===== config.mk =====
export PLATFORM = sky130hd
export DESIGN_NAME = m_a_selftest_ctrl
export DESIGN_NICKNAME = d
export VERILOG_FILES = /design/src/rtl/m_a_selftest_ctrl.sv
export SDC_FILE = /design/constraint.sdc
export NUM_CORES = 1
export LEC_CHECK = 0
export BUFFER_PORTS_ARGS = -buffer_cell sky130_fd_sc_hd__buf_2
export CAP_MARGIN = 20
export CORE_UTILIZATION = 27
export DETAILED_ROUTE_END_ITERATION = 8
export PLACE_DENSITY_LB_ADDON = 0.12
export SLEW_MARGIN = 25
export SYNTH_ARGS = -nofsm -noshare
export SYNTH_HDL_FRONTEND = slang
export SYNTH_SLANG_ARGS = --single-unit

===== constraint.sdc =====
create_clock -name clk -period 6.4 [get_ports clk]
set_input_delay 0.64 -clock clk [delete_from_list [all_inputs] [get_ports clk]]
set_output_delay 0.64 -clock clk [all_outputs]
set_load 0.01 [all_outputs]

===== src/rtl/m_a_selftest_ctrl.sv =====
// Built-in self-test sequencer for the combinational block m_a.
// Walks {x1,x2,x3} through codes 0..7, waits SETTLE cycles per code, samples
// z1/z2, compares against the expected truth tables and reports the results.
module m_a_selftest_ctrl #(
  parameter int unsigned SETTLE = 2,
  parameter logic [7:0]  EXP_Z1 = 8'hB6,
  parameter logic [7:0]  EXP_Z2 = 8'hE8
) (
  input  logic       clk,
  input  logic       rst_n,
  input  logic       start,
  input  logic       abort,
  input  logic       z1,
  input  logic       z2,
  output logic       x1,
  output logic       x2,
  output logic       x3,
  output logic       busy,
  output logic       done,
  output logic       pass,
  output logic [7:0] z1_vec,
  output logic [7:0] z2_vec,
  output logic [7:0] err_mask,
  output logic [3:0] err_cnt,
  output logic [2:0] first_fail
);

  typedef enum logic [1:0] {S_IDLE, S_SETTLE, S_SAMPLE, S_DONE} state_t;

  localparam logic [3:0] SETTLE_LAST = 4'(SETTLE - 1);

  state_t     state;
  state_t     state_nxt;
  logic [2:0] idx;
  logic [3:0] scnt;
  logic       settle_end;
  logic       mism;

  // Settle expiry and 4-state comparison of the current sample
  always_comb begin
    settle_end = (scnt == SETTLE_LAST);
    mism       = (z1 !== EXP_Z1[idx]) || (z2 !== EXP_Z2[idx]);
  end

  // State register
  always_ff @(posedge clk) begin
    if (!rst_n) state <= S_IDLE;
    else        state <= state_nxt;
  end

  // Next-state logic; start wins over abort in IDLE
  always_comb begin
    state_nxt = state;
    case (state)
      S_IDLE:   if (start) state_nxt = S_SETTLE;
      S_SETTLE: begin
        if (abort)           state_nxt = S_IDLE;
        else if (settle_end) state_nxt = S_SAMPLE;
      end
      S_SAMPLE: begin
        if (abort)            state_nxt = S_IDLE;
        else if (idx == 3'd7) state_nxt = S_DONE;
        else                  state_nxt = S_SETTLE;
      end
      S_DONE:   state_nxt = S_IDLE;
      default:  state_nxt = S_IDLE;
    endcase
  end

  // Status outputs decoded from state; stimulus always mirrors idx
  always_comb begin
    {x1, x2, x3} = idx;
    busy         = (state == S_SETTLE) || (state == S_SAMPLE);
    done         = (state == S_DONE);
  end

  // Datapath: counters, capture and result accumulation
  // pass is resolved on the final sample edge (folding in that sample's
  // mismatch) so it is already valid during the DONE cycle.
  always_ff @(posedge clk) begin
    if (!rst_n) begin
      idx        <= '0;
      scnt       <= '0;
      pass       <= 1'b0;
      z1_vec     <= '0;
      z2_vec     <= '0;
      err_mask   <= '0;
      err_cnt    <= '0;
      first_fail <= '0;
    end else begin
      case (state)
        S_IDLE: begin
          if (start) begin
            idx        <= '0;
            scnt       <= '0;
            pass       <= 1'b0;
            z1_vec     <= '0;
            z2_vec     <= '0;
            err_mask   <= '0;
            err_cnt    <= '0;
            first_fail <= '0;
          end
        end
        S_SETTLE: begin
          if (abort) begin
            idx  <= '0;
            scnt <= '0;
            pass <= 1'b0;
          end else begin
            scnt <= scnt + 4'd1;
          end
        end
        S_SAMPLE: begin
          if (abort) begin
            idx  <= '0;
            scnt <= '0;
            pass <= 1'b0;
          end else begin
            z1_vec[idx] <= z1;
            z2_vec[idx] <= z2;
            if (mism) begin
              err_mask[idx] <= 1'b1;
              err_cnt       <= err_cnt + 4'd1;
              if (err_cnt == 4'd0) first_fail <= idx;
            end
            scnt <= '0;
            if (idx == 3'd7) begin
              idx  <= '0;
              pass <= (err_cnt == 4'd0) && !mism;
            end else begin
              idx <= idx + 3'd1;
            end
          end
        end
        default: ;
      endcase
    end
  end

endmodule

==> results of run 1 <==
[cell usage in the layout, fill, tap and decap left out, drive strengths merged]
master and instances:
a21boi 4, a32o 3, dfxtp 43, or3 1, a221oi 1, nand4 2
and2 14, nand2b 5, a31oi 1, ha 14, o2bb2ai 1, xnor2 4
o21a 8, clkinvlp 2, a21oi 4, o22ai 12, nor2 16, nor3 2
o21ai 3, or3b 1, and3 4, buf 42, nor2b 9, nand3b 4
nand3 15, a41oi 1, inv 11, o211ai 2, nor3b 4, a221o 1
clkbuf 5, or4 3, xor2 1, mux2i 4, nand2 18, a211oi 7
o311a 1, a32oi 4
[worst max-delay path, stage by stage (launching register included)]
cell and delay, ns:
sky130_fd_sc_hd__dfxtp_1 0.33, sky130_fd_sc_hd__inv_1 0.12, sky130_fd_sc_hd__ha_1 0.41, sky130_fd_sc_hd__nand2b_1 0.35
sky130_fd_sc_hd__a221o_1 0.58, sky130_fd_sc_hd__or4_1 0.55, sky130_fd_sc_hd__nand3_1 0.07
[kinds of logic after synthesis]
family / synth area share, %
DFF: 40.2
adders and majority gates: 8.18
muxes: 1.87
AOI/OAI and AO/OA: 18.0
buffers and inverters: 5.26
and+or+nand+nor: 24.4
xor gates and xnor gates: 2.05
[registers in the layout, indices dropped and copies added, names as in the netlist, named ones only]
name        flops
err_cnt         4
first_fail      3
z1_vec          8
scnt            4
err_mask        8
z2_vec          8
state           2
pass            1
idx             3
[worst paths after layout]
kind | cells past startpoint | slack (ns) | to
max | 6 | 3.92 | err_cnt[3]
min | 1 | 0.47 | err_mask[3]
max reg2reg | 6 | 3.92 | err_cnt[3]
min reg2reg | 1 | 0.47 | err_mask[3]
[layout make-up]
type,instances,area share (%)
clock buffers,5,2.76
clock inverters,3,0.952
inverters,10,1.50
multi-input cells,174,46.8
flip-flops and latches,43,34.5
well taps,102,5.11
repair buffers,42,8.42
[metal layers]
metal	global-route usage, %	wire length [um]	up-vias	part of all wire (%)
met4	4.50	53	0	1.0
li1	-	-	931	-
met5	0	0	-	0
met3	3.10	253	5	4.8
met1	17.4	2600	808	49
met2	22.9	2400	40	45
[stage by stage]
stage	instances	utilization (%)
2_1_floorplan	244	-
3_3_place_gp	371	31.3
3_5_place_dp	371	31.3
4_1_cts	379	32.5
5_1_grt	379	32.5
6_report	379	32.5
[where the power goes]
group          internal, W  switching, W  leakage [nW]  total (W)
Clock            0.0000781      0.000101        0.0408   0.000179
Combinational    0.0000207     0.0000468         0.650  0.0000675
Sequential        0.000271    0.00000324         0.347   0.000274
Total             0.000370      0.000151          1.04   0.000521
==> reports/metrics.sh, run 1 <==
SHORTEST_PERIOD_THE_WORST_PATH_ALLOWS_NS=2.48
FINAL.HOLD.WORST_SLACK_NS=0.469
OUTCOME='finished, violations left'
CELL_TYPE_CONTRIBUTING_THE_MOST_TOTAL_CELL_AREA_AFTER_SYNTHESIS='sky130_fd_sc_hd__dfxtp_1'
PEAKVDDDROP_V=0.0000881
FAILED_CHECKS='design-rule violations'
FIRST_GLOBAL_VIAS=1785
SYNTH.LIB_CELLS_USED.DISTINCT=41
GRT_REMAINING_OVERFLOW=0
RSZ0062_AT_GRT='false'
CTS_SINKS=43
SLEW_MARGIN_REL_PCT=43.6
FP.COREAREA_UM2=7690
WORST_SLEW_PIN_SLEW_NS=0.844
DRT.ANTENNA.VIOLATING_NETS=0
SETUP_SLACK_NS=3.92
SYNTH_TOP_CELL_AREA_SHARE_PCT=40.2
YS_SEQ_AREA_SHARE_PCT=40.2
POST_CTS.REPAIR.SETUP_BUFFERS=0
CRITPATHLAUNCHTYPE='flip-flop'
POSTSYNTHREGISTERBITS=43
MULTI_INPUT_COMB_AREA_UM2=1170
CTS-HTREE-LEVELS=2
DRTITER0DRC=57
SYNTH-MAIN-FF-CELL='sky130_fd_sc_hd__dfxtp_1'
ENDPOINTS_FAILING_HOLD=0
FINCLKSKEW_NS=0.00904
SYNTH_ENABLE_FLOP_CELLS=0
GRT_FIRST_PASS_WIRELENGTH_UM=8880
REPORT.FINAL.SETUP_VIOL=0
DRV.MAX_CAP_VIOLATION_COUNT=0
IOS=43
DESIGN.DIE.AREA_UM2=8290
CTS-BUFFERS-INSERTED=5
CORE.ROWCOUNT=32
CLOCK_TREE.ROOT_CELL='sky130_fd_sc_hd__clkbuf_8'
MAX_FREQ_MHz=404
DIE_Y_UM=91.0
GRTUSAGETOTAL_PCT=13.7
ANTENNA-DIODE-COUNT=0
SETUP.WORST_PATH.END_CLASS='flip-flop'
HP-START='err_mask[3]'
STARTPOINT='state[0]'
LAYOUT-DRIVE-GT1-SHARE_PCT=18.1
AVGVIACOUNTPERCELL=4.71
TNS_NS=0
CTS_REPAIR_RESIZE_COUNT=0
POSTSYNTHCELLCOUNT=244
POST_SYNTHESIS_TO_FINAL_LAYOUT_AREA_GROWTH_PCT=16.6
YOSYS_WARNINGS=0
POST_SYNTH_DESIGN_CELL_AREA_UM2=2140
DR.PASS1.ITERS=6
TIMING.CRITICAL_PATH.REQUIRED_NS=6.64
RR_STARTPOINT='state[0]'
DETAILEDPLACEMENTHPWL_UM=3900
CTS_HOLD_FIX_BUFS=0
DESIGN_POWER_TOTAL_W=0.000521
POSTSYNTHNETCOUNT=264
TRITONCTS='done'
INITIAL_ANTENNA_VIOLATION_COUNT=0
LAYOUT_CELL_AREA_EXCL_FILL_UM2=2500
DIE_W_UM=91.0
CLK-INSERTION-DELAY-LATE_NS=0.30
WORSTPATHARRIVAL_NS=2.71
CRITICALPATHCATEGORY='flip-flop to flip-flop'
ROUTED_WIRE_LENGTH_PER_INSTANCE_UM=14.0
SYNTH_AREA_PER_CELL_UM2=8.77
CRIT_PATH_MAX_FANOUT=13
FINALWIRELENGTH_UM=5310
HOLDCRITPATHCLASS='flip-flop to flip-flop'
FLOORPLAN.INITIALDENSITY_PCT=27.8
SEQUENTIAL_CELL_AREA_UM2=861
PLACEMENT.IO_BUFFERS=42
GRT_MAX_DEGREE=40
ASYNC_FLOP_SHARE_PCT=0
TIMING.FINAL.CRIT_SHARE_PCT=38.7
DR_TOTAL_VIAS=1784
CTS_BUFFER_DEPTH=2
SYNTH_TOP_CELLS_BY_AREA='sky130_fd_sc_hd__dfxtp_1 40%, sky130_fd_sc_hd__ha_1 8.2%, sky130_fd_sc_hd__and2_1 4.1%, sky130_fd_sc_hd__nand3_1 3.5%, sky130_fd_sc_hd__o22ai_1 3.5%'
NETLIST_TOP_CELLS_COUNT='43 x sky130_fd_sc_hd__dfxtp_1, 18 x sky130_fd_sc_hd__nand2_1, 16 x sky130_fd_sc_hd__nor2_1'
POWER_DENSITY_OVER_CELL_AREA_nW_PER_UM2=209
DRC_VIOLATIONS_LEFT=1
SYNTHMOSTINSTANTIATEDCELL='sky130_fd_sc_hd__dfxtp_1'
CELLLEAKAGEPOWER_nW=1.04
PRE_CTS_SLACK_NS=3.95
POST_DP_CELL_AREA_UM2=2400
CTS.REPORTEDPATHS.CLKPINSLEW_NS=0.09
FILLER_CELL_COUNT=865
FINAL_WTD_CONGESTION=0.808
DRV_SLEW=0
FINALNETCOUNT=296
Power figures use the tool's default switching activity.
==> run 2: changes to the inputs <==
==> constraint.sdc (replaced) <==
create_clock -name clk -period 2.2 [get_ports clk]
set_input_delay 0.22 -clock clk [delete_from_list [all_inputs] [get_ports clk]]
set_output_delay 0.22 -clock clk [all_outputs]
set_load 0.01 [all_outputs]
==> run 2 against run 1 <==
- the flow still finishes with violations (design-rule violations)
- combinational power grew to 3.5 times the previous value
- total power grew to 3.2 times the previous value
- core utilization rose by 1.9 points
- cell area rose by 5.8%
- die area unchanged
- register-to-register slack got worse by 3.7 ns
- count of clock-buffer cells in the layout unchanged
- setup slack worse by 3.7 ns
- cell count rose by 4.0%
- highest routed layer unchanged
==> reports/metrics.sh, run 2 (synthesis results as in run 1) <==
OUTCOME='finished, violations left'
FAILED_CHECKS='design-rule violations'
DRV.MAX_CAP_VIOLATION_COUNT=0  # unchanged
POWER_DENSITY_OVER_CELL_AREA_nW_PER_UM2=629  # +200%
LAYOUT_COMMONEST_CELL='sky130_fd_sc_hd__dfxtp_1'
SWITCHING_PART_OF_THE_TOTAL_POWER_PCT=26.9  # -2.1 points
LAYOUT-DRIVE-GT1-SHARE_PCT=22.9  # +4.9 points
INITIAL_ANTENNA_VIOLATION_COUNT=0  # unchanged
REG.LARGEST.LIST='err_mask x8, z1_vec x8, z2_vec x8'
GRT_MAX_DEGREE=28  # -30%
CP_SLOWEST_CELL='sky130_fd_sc_hd__dfxtp_1'
TRITONCTS='done'
IOS=43  # unchanged
RRSETUPSLACK_NS=0.23  # -3.69 ns
WORST_SLEW_PIN_SLEW_NS=0.407  # -0.437 ns
DRV_SLEW=0  # unchanged
MAX_FREQ_MHz=507  # +26%
CLK-INSERTION-DELAY-LATE_NS=0.29  # about the same
CORE.ROWCOUNT=32  # unchanged
HP-START='abort'
DR_TOTAL_VIAS=1822  # +2.1%
POWER.COMBINATIONAL.FRACTION_PCT=14.1  # +1.1 points
POWER_FRAC_SEQ_PCT=48.0  # -4.7 points
FLOORPLAN.INITIALDENSITY_PCT=27.8  # unchanged
DIE_Y_UM=91.0  # unchanged
FINCLKSKEW_NS=0.00500  # -0.00404 ns
SLEW_MARGIN_REL_PCT=72.5  # +29 points
CELLLEAKAGEPOWER_nW=1.13  # +9.3%
DETAILEDPLACEMENTHPWL_UM=4190  # +7.5%
DESIGN.DIE.AREA_UM2=8290  # unchanged
CTS-BUFFERS-INSERTED=5  # unchanged
PEAKVDDDROP_V=0.000239  # +170%
SETUP.WORST_PATH.END_CLASS='flip-flop'
SHORTEST_PERIOD_THE_WORST_PATH_ALLOWS_NS=1.97  # -0.506 ns
DRT.ANTENNA.VIOLATING_NETS=0  # unchanged
MIN_DELAY_PATH_DEPTH=3  # +2
POWER.SWITCHING_W=0.000446  # +200%
FINALWIRELENGTH_UM=5600  # +5.6%
GRTUSAGETOTAL_PCT=14.1  # +0.40 points
RSZ0062_AT_GRT='false'
P_INT_W=0.00121  # +230%
FIRST_GLOBAL_VIAS=1823  # +2.1%
CRIT_PATH_MAX_FANOUT=6  # -7
TIMING.FINAL.CRIT_SHARE_PCT=89.6  # +51 points
TIMING.CRITICAL_PATH.REQUIRED_NS=2.37  # -4.27 ns
FP.COREAREA_UM2=7690  # unchanged
PLACEMENT.IO_BUFFERS=42  # unchanged
DR.PASS1.ITERS=6  # unchanged
CRITPATHLAUNCHTYPE='flip-flop'
TNS_NS=0  # unchanged
ANTENNA-DIODE-COUNT=0  # unchanged
CLOCK_TREE.ROOT_CELL='sky130_fd_sc_hd__clkbuf_8'
REG2REG_DEPTH=9  # +3
CTS_HOLD_FIX_BUFS=0  # unchanged
POST_SYNTHESIS_TO_FINAL_LAYOUT_AREA_GROWTH_PCT=23.3
FINALNETCOUNT=311  # +5.1%
WHS_ENDPOINT='state[1]'
SLOWEST_DELAY_NS=0.39  # -0.19 ns
HOLDCRITPATHCLASS='input pin to flip-flop'
GRT_FIRST_PASS_WIRELENGTH_UM=9320  # +4.9%
DESIGN_POWER_TOTAL_W=0.00166  # +220%
FINAL.HOLD.WORST_SLACK_NS=0.266  # -0.202 ns
RR_STARTPOINT='state[1]'
ENDPOINTS_FAILING_HOLD=0  # unchanged
DRTITER0DRC=59  # +3.5%
GRT_REMAINING_OVERFLOW=0  # unchanged
DIE_W_UM=91.0  # unchanged
CTS_SINKS=43  # unchanged
WORSTPATHARRIVAL_NS=2.15  # -0.56 ns
REPORT.FINAL.SETUP_VIOL=0  # unchanged
POWER.CLOCK.FRACTION_PCT=37.8  # +3.4 points
WORSTPATHCELLLIST='inv_1, ha_1, nand2b_4, and3_1, mux2i_2, nand2b_1, ha_1, inv_1, mux2i_1'
AVGVIACOUNTPERCELL=4.62  # -1.8%
ROUTED_WIRE_LENGTH_PER_INSTANCE_UM=14.2  # +1.6%
FINAL_WTD_CONGESTION=0.791  # -2.2%
CTS.REPORTEDPATHS.CLKPINSLEW_NS=0.09  # about the same
DRC_VIOLATIONS_LEFT=1  # unchanged
FINAL_CELL_MIX='43 x sky130_fd_sc_hd__dfxtp_1, 42 x sky130_fd_sc_hd__buf_2, 18 x sky130_fd_sc_hd__nand2_1, 16 x sky130_fd_sc_hd__nor2_1'
CTS-HTREE-LEVELS=2  # unchanged
CRITICALPATHCATEGORY='flip-flop to flip-flop'
CTS_BUFFER_DEPTH=2  # unchanged
-- run 2: cell types whose count changed in the layout (fill, tap and decap cells not counted), sizes merged --
cell and delta:
clkinvlp -2, buf +15, clkinv +2, inv -1, bufinv +1
-- run 2: area by class of cell --
class | instances | area, um^2
Clock buffer | 5 | 68.8
Clock inverter | 3 | 43.8
Fill cell | 859 | 5050
Inverter | 10 | 37.5
Multi-Input combinational cell | 174 | 1180
Sequential cell | 43 | 861
Tap cell | 102 | 128
Timing Repair Buffer | 57 | 323
-- run 2: power by group through the flow --
stage / Sequential (W) / Combinational [W] / Clock, W
floorplan: 0.000816 / 0.000158 / 0
global placement: 0.000816 / 0.000232 / 0
detailed placement: 0.000816 / 0.000231 / 0
CTS: 0.000798 / 0.000233 / 0.000658
global route: 0.000800 / 0.000262 / 0.000683
finish: 0.000797 / 0.000235 / 0.000628
-- run 2: what timing repair did --
| action | CTS | global route |
|---|---|---|
| setup buffers | 0 | 0 |
| hold endpoints to repair | 0 | 0 |
| endpoints found under the setup margin | 0 | 1 |
| resized for setup | 0 | 2 |
-- run 2: worst max path at each step --
stage,start,cells past startpoint,endpoint
final,state[1],9,flip-flop
after global routing,state[1],9,flip-flop
after CTS,state[1],9,flip-flop
after detailed placement,state[1],9,flip-flop
after global placement,state[0],9,flip-flop
after floorplan,state[0],10,flip-flop
-- run 2: worst max-delay path: cells and delay by family, from the launching register on --
family | cells | cell delay [ns]
mux | 2 | 0.31
flops | 1 | 0.39
simple gates | 3 | 0.51
fa+ha+maj | 2 | 0.49
buf+inv | 2 | 0.15
-- run 2: metal layers --
layer	routed length, um	global-route usage [%]	up-vias
met3	186	2.68	2
met1	2800	18.5	827
met5	0	0	-
met4	30	3.57	0
met2	2580	23.7	33
li1	-	-	960
-- run 2: metrics by stage --
step / cell area [um^2] / instances / util, % / worst slack [ns]
finish: 2640 / 394 / 34.3 / 0.228
global placement: 2520 / 386 / 32.7 / 0.215
CTS: 2630 / 394 / 34.2 / 0.120
global route: 2640 / 394 / 34.3 / 0.0620
floorplan: 2140 / 244 / - / 0.154
detailed placement: 2520 / 386 / 32.7 / 0.143
==> run 3: changes to the inputs <==
==> constraint.sdc (replaced) <==
create_clock -name clk -period 2.2 [get_ports clk]
set_input_delay 0.44 -clock clk [delete_from_list [all_inputs] [get_ports clk]]
set_output_delay 0.44 -clock clk [all_outputs]
set_load 0.01 [all_outputs]
==> run 3 against run 2 <==
- the run still ends with design-rule violations left
- register-to-register slack got worse by 0.05 ns
- global-route usage decreased by 0.14 points
- sequential cell count is the same
- clock power down 18%
- critical path type unchanged
- largest cell class unchanged
- non-clock buffer count is 1 higher
- sequential power barely moved
- core utilization down 0.26 points
- critical path depth unchanged
- routed wire length fell by 2.1%
- cell area is 0.76% lower
- combinational power about the same
==> reports/metrics.sh, run 3 (synthesis results as in run 1) <==
CP_SLOWEST_CELL='sky130_fd_sc_hd__dfxtp_1'
MULTI_INPUT_COMB_AREA_UM2=1180  # unchanged
FIRST_GLOBAL_VIAS=1790  # -1.8%
CTS_SINKS=43  # unchanged
WORST_SLEW_PIN_SLEW_NS=0.434  # +0.0270 ns
RSZ0062_AT_GRT='false'
SWITCHING_PART_OF_THE_TOTAL_POWER_PCT=28.9  # +2.0 points
CRITPATHTOPFAMILY='adder cells'
FINALNONFILLERCELLS=395  # +0.25%
RRSETUPSLACK_NS=0.18  # -0.05 ns
CRIT_PATH_MAX_FANOUT=6  # unchanged
DESIGN.DIE.AREA_UM2=8290  # unchanged
GRT_REMAINING_OVERFLOW=0  # unchanged
CLOCK_TREE.ROOT_CELL='sky130_fd_sc_hd__clkbuf_8'
FINALNETCOUNT=312  # +0.32%
CTS_HOLD_FIX_BUFS=0  # unchanged
SLOWEST_DELAY_NS=0.38  # about the same
CLK-INSERTION-DELAY-LATE_NS=0.30  # about the same
INITIAL_ANTENNA_VIOLATION_COUNT=0  # unchanged
MAX_FREQ_MHz=494  # -2.5%
PEAKVDDDROP_V=0.000245  # +2.5%
POST_DP_CELL_AREA_UM2=2520  # +0.30%
POWER.COMBINATIONAL.FRACTION_PCT=15.1  # +1.0 points
ROUTED_WIRE_LENGTH_PER_INSTANCE_UM=13.9  # -2.3%
FLOORPLAN.INITIALDENSITY_PCT=27.8  # unchanged
TIMING.CRITICAL_PATH.REQUIRED_NS=2.37  # about the same
SEQUENTIAL_CELL_AREA_UM2=861  # unchanged
CRITICALPATHCATEGORY='flip-flop to flip-flop'
REG.LARGEST.LIST='err_mask x8, z1_vec x8, z2_vec x8'
GRTUSAGETOTAL_PCT=14.0  # -0.14 points
CTS-BUFFERS-INSERTED=5  # unchanged
CRITICAL_PATH.N_BUFFERS_INVERTERS=2  # unchanged
CORE.ROWCOUNT=32  # unchanged
DR_TOTAL_VIAS=1822  # unchanged
FINAL_WTD_CONGESTION=0.777  # -1.7%
LAYOUT_CELL_AREA_EXCL_FILL_UM2=2620  # -0.76%
PLACEMENT.IO_BUFFERS=42  # unchanged
DRV.MAX_CAP_VIOLATION_COUNT=0  # unchanged
FAILED_CHECKS='design-rule violations'
OUTCOME='finished, violations left'
POST_CTS.REPAIR.SETUP_BUFFERS=0  # unchanged
CRITPATHLAUNCHTYPE='flip-flop'
DRC_VIOLATIONS_LEFT=1  # unchanged
SLEW_MARGIN_REL_PCT=70.7  # -1.8 points
TNS_NS=0  # unchanged
CTS_REPAIR_RESIZE_COUNT=0  # unchanged
ANTENNA-DIODE-COUNT=0  # unchanged
LAYOUT-DRIVE-GT1-SHARE_PCT=22.9  # -0.078 points
POWER_DENSITY_OVER_CELL_AREA_nW_PER_UM2=590  # -6.2%
DRT.ANTENNA.VIOLATING_NETS=0  # unchanged
GRT_FIRST_PASS_WIRELENGTH_UM=9110  # -2.2%
CTS.REPORTEDPATHS.CLKPINSLEW_NS=0.09  # about the same
REPORT.FINAL.SETUP_VIOL=0  # unchanged
ENDPOINTS_FAILING_HOLD=0  # unchanged
P_INT_W=0.00110  # -9.5%
POWER_FRAC_SEQ_PCT=51.6  # +3.6 points
POST_SYNTHESIS_TO_FINAL_LAYOUT_AREA_GROWTH_PCT=22.4
SHORTEST_PERIOD_THE_WORST_PATH_ALLOWS_NS=2.02  # +0.0509 ns
FP.COREAREA_UM2=7690  # unchanged
DRV_SLEW=0  # unchanged
IOS=43  # unchanged
FINCLKSKEW_NS=0.00685  # +0.00185 ns
FINALWIRELENGTH_UM=5490  # -2.1%
DR.PASS1.ITERS=6  # unchanged
FINAL_CELL_MIX='43 x sky130_fd_sc_hd__dfxtp_1, 42 x sky130_fd_sc_hd__buf_2, 18 x sky130_fd_sc_hd__nand2_1, 16 x sky130_fd_sc_hd__nor2_1, 16 x sky130_fd_sc_hd__buf_4'
POWER.CLOCK.FRACTION_PCT=33.2  # -4.6 points
AVGVIACOUNTPERCELL=4.61  # -0.25%
POWER.SWITCHING_W=0.000446  # about the same
WORSTPATHARRIVAL_NS=2.19  # +0.04 ns
GRT_MAX_DEGREE=28  # unchanged
TIMING.FINAL.CRIT_SHARE_PCT=91.9  # +2.3 points
DIE_W_UM=91.0  # unchanged
DIE_Y_UM=91.0  # unchanged
TRITONCTS='done'
CELLLEAKAGEPOWER_nW=1.12  # -1.1%
SETUP.WORST_PATH.END_CLASS='flip-flop'
WORSTPATHCELLLIST='inv_1, ha_1, nand2b_4, and3_1, mux2i_2, nand2b_1, ha_1, inv_1, mux2i_1'
HOLDCRITPATHCLASS='flip-flop to flip-flop'
DETAILEDPLACEMENTHPWL_UM=4130  # -1.4%
CTS-HTREE-LEVELS=2  # unchanged
DRTITER0DRC=37  # -37%
DPL.CELL_COUNT=387  # +0.26%
FILLER_CELL_COUNT=869  # +1.2%
CTS_BUFFER_DEPTH=2  # unchanged
LAYOUT_COMMONEST_CELL='sky130_fd_sc_hd__dfxtp_1'
==> run 3: changes by cell type in the layout (fill, tap and decap cells not counted), sizes merged <==
cell | before | now
bufinv | 1 | 0
buf | 57 | 58
clkbuf | 5 | 6
clkinvlp | 0 | 1
clkinv | 2 | 1
==> run 3: path summary, 6_finish.rpt <==
kind	from	to	cells after the start
hold / removal	err_mask[7]	err_mask[7]	1
setup reg to reg	state[0]	flip-flop	9
hold reg to reg	err_mask[7]	err_mask[7]	1
setup / recovery	state[0]	flip-flop	9
==> run 3: per-stage QoR <==
stage | util, % | power [W] | setup slack [ns] | hold WS [ns]
finish | 34.1 | 0.00155 | 0.177 | 0.470
CTS | 33.9 | 0.00157 | 0.0978 | 0.474
floorplan | - | 0.000973 | 0.154 | 0.476
global route | 34.1 | 0.00163 | 0.0423 | 0.494
detailed placement | 32.8 | 0.00105 | 0.129 | 0.453
global placement | 32.8 | 0.00105 | 0.213 | 0.446
==> run 3: cell type report <==
type	instances	share of cell area, %
inverter	10	1.43
sequential	43	32.9
clock inverter	2	0.478
multi-input combinational	174	45.0
tap	102	4.87
timing repair buffer	58	12.6
clock buffer	6	2.77
==> run 3: worst reg2reg max path, cell delays in order (launching register included) <==
cell                       delay, ns
sky130_fd_sc_hd__dfxtp_1        0.38
sky130_fd_sc_hd__inv_1          0.10
sky130_fd_sc_hd__ha_1           0.29
sky130_fd_sc_hd__nand2b_4       0.12
sky130_fd_sc_hd__and3_1         0.23
sky130_fd_sc_hd__mux2i_2        0.27
sky130_fd_sc_hd__nand2b_1       0.16
sky130_fd_sc_hd__ha_1           0.24
sky130_fd_sc_hd__inv_1          0.05
sky130_fd_sc_hd__mux2i_1        0.06
==> run 3: layer usage <==
layer | vias to the layer above | share of wire (%) | track usage, %
li1 | 956 | - | -
met1 | 827 | 50 | 18.7
met2 | 34 | 45 | 22.7
met3 | 5 | 3.9 | 2.85
met4 | 0 | 0.82 | 3.97
met5 | - | 0 | 0
==> run 3: power by group through the flow <==
| stage | clock network, W | logic (W) | registers (W) |
|---|---|---|---|
| floorplan | 0 | 0.000158 | 0.000816 |
| global placement | 0 | 0.000233 | 0.000816 |
| detailed placement | 0 | 0.000231 | 0.000816 |
| CTS | 0.000540 | 0.000231 | 0.000798 |
| global route | 0.000564 | 0.000261 | 0.000801 |
| finish | 0.000513 | 0.000234 | 0.000798 |
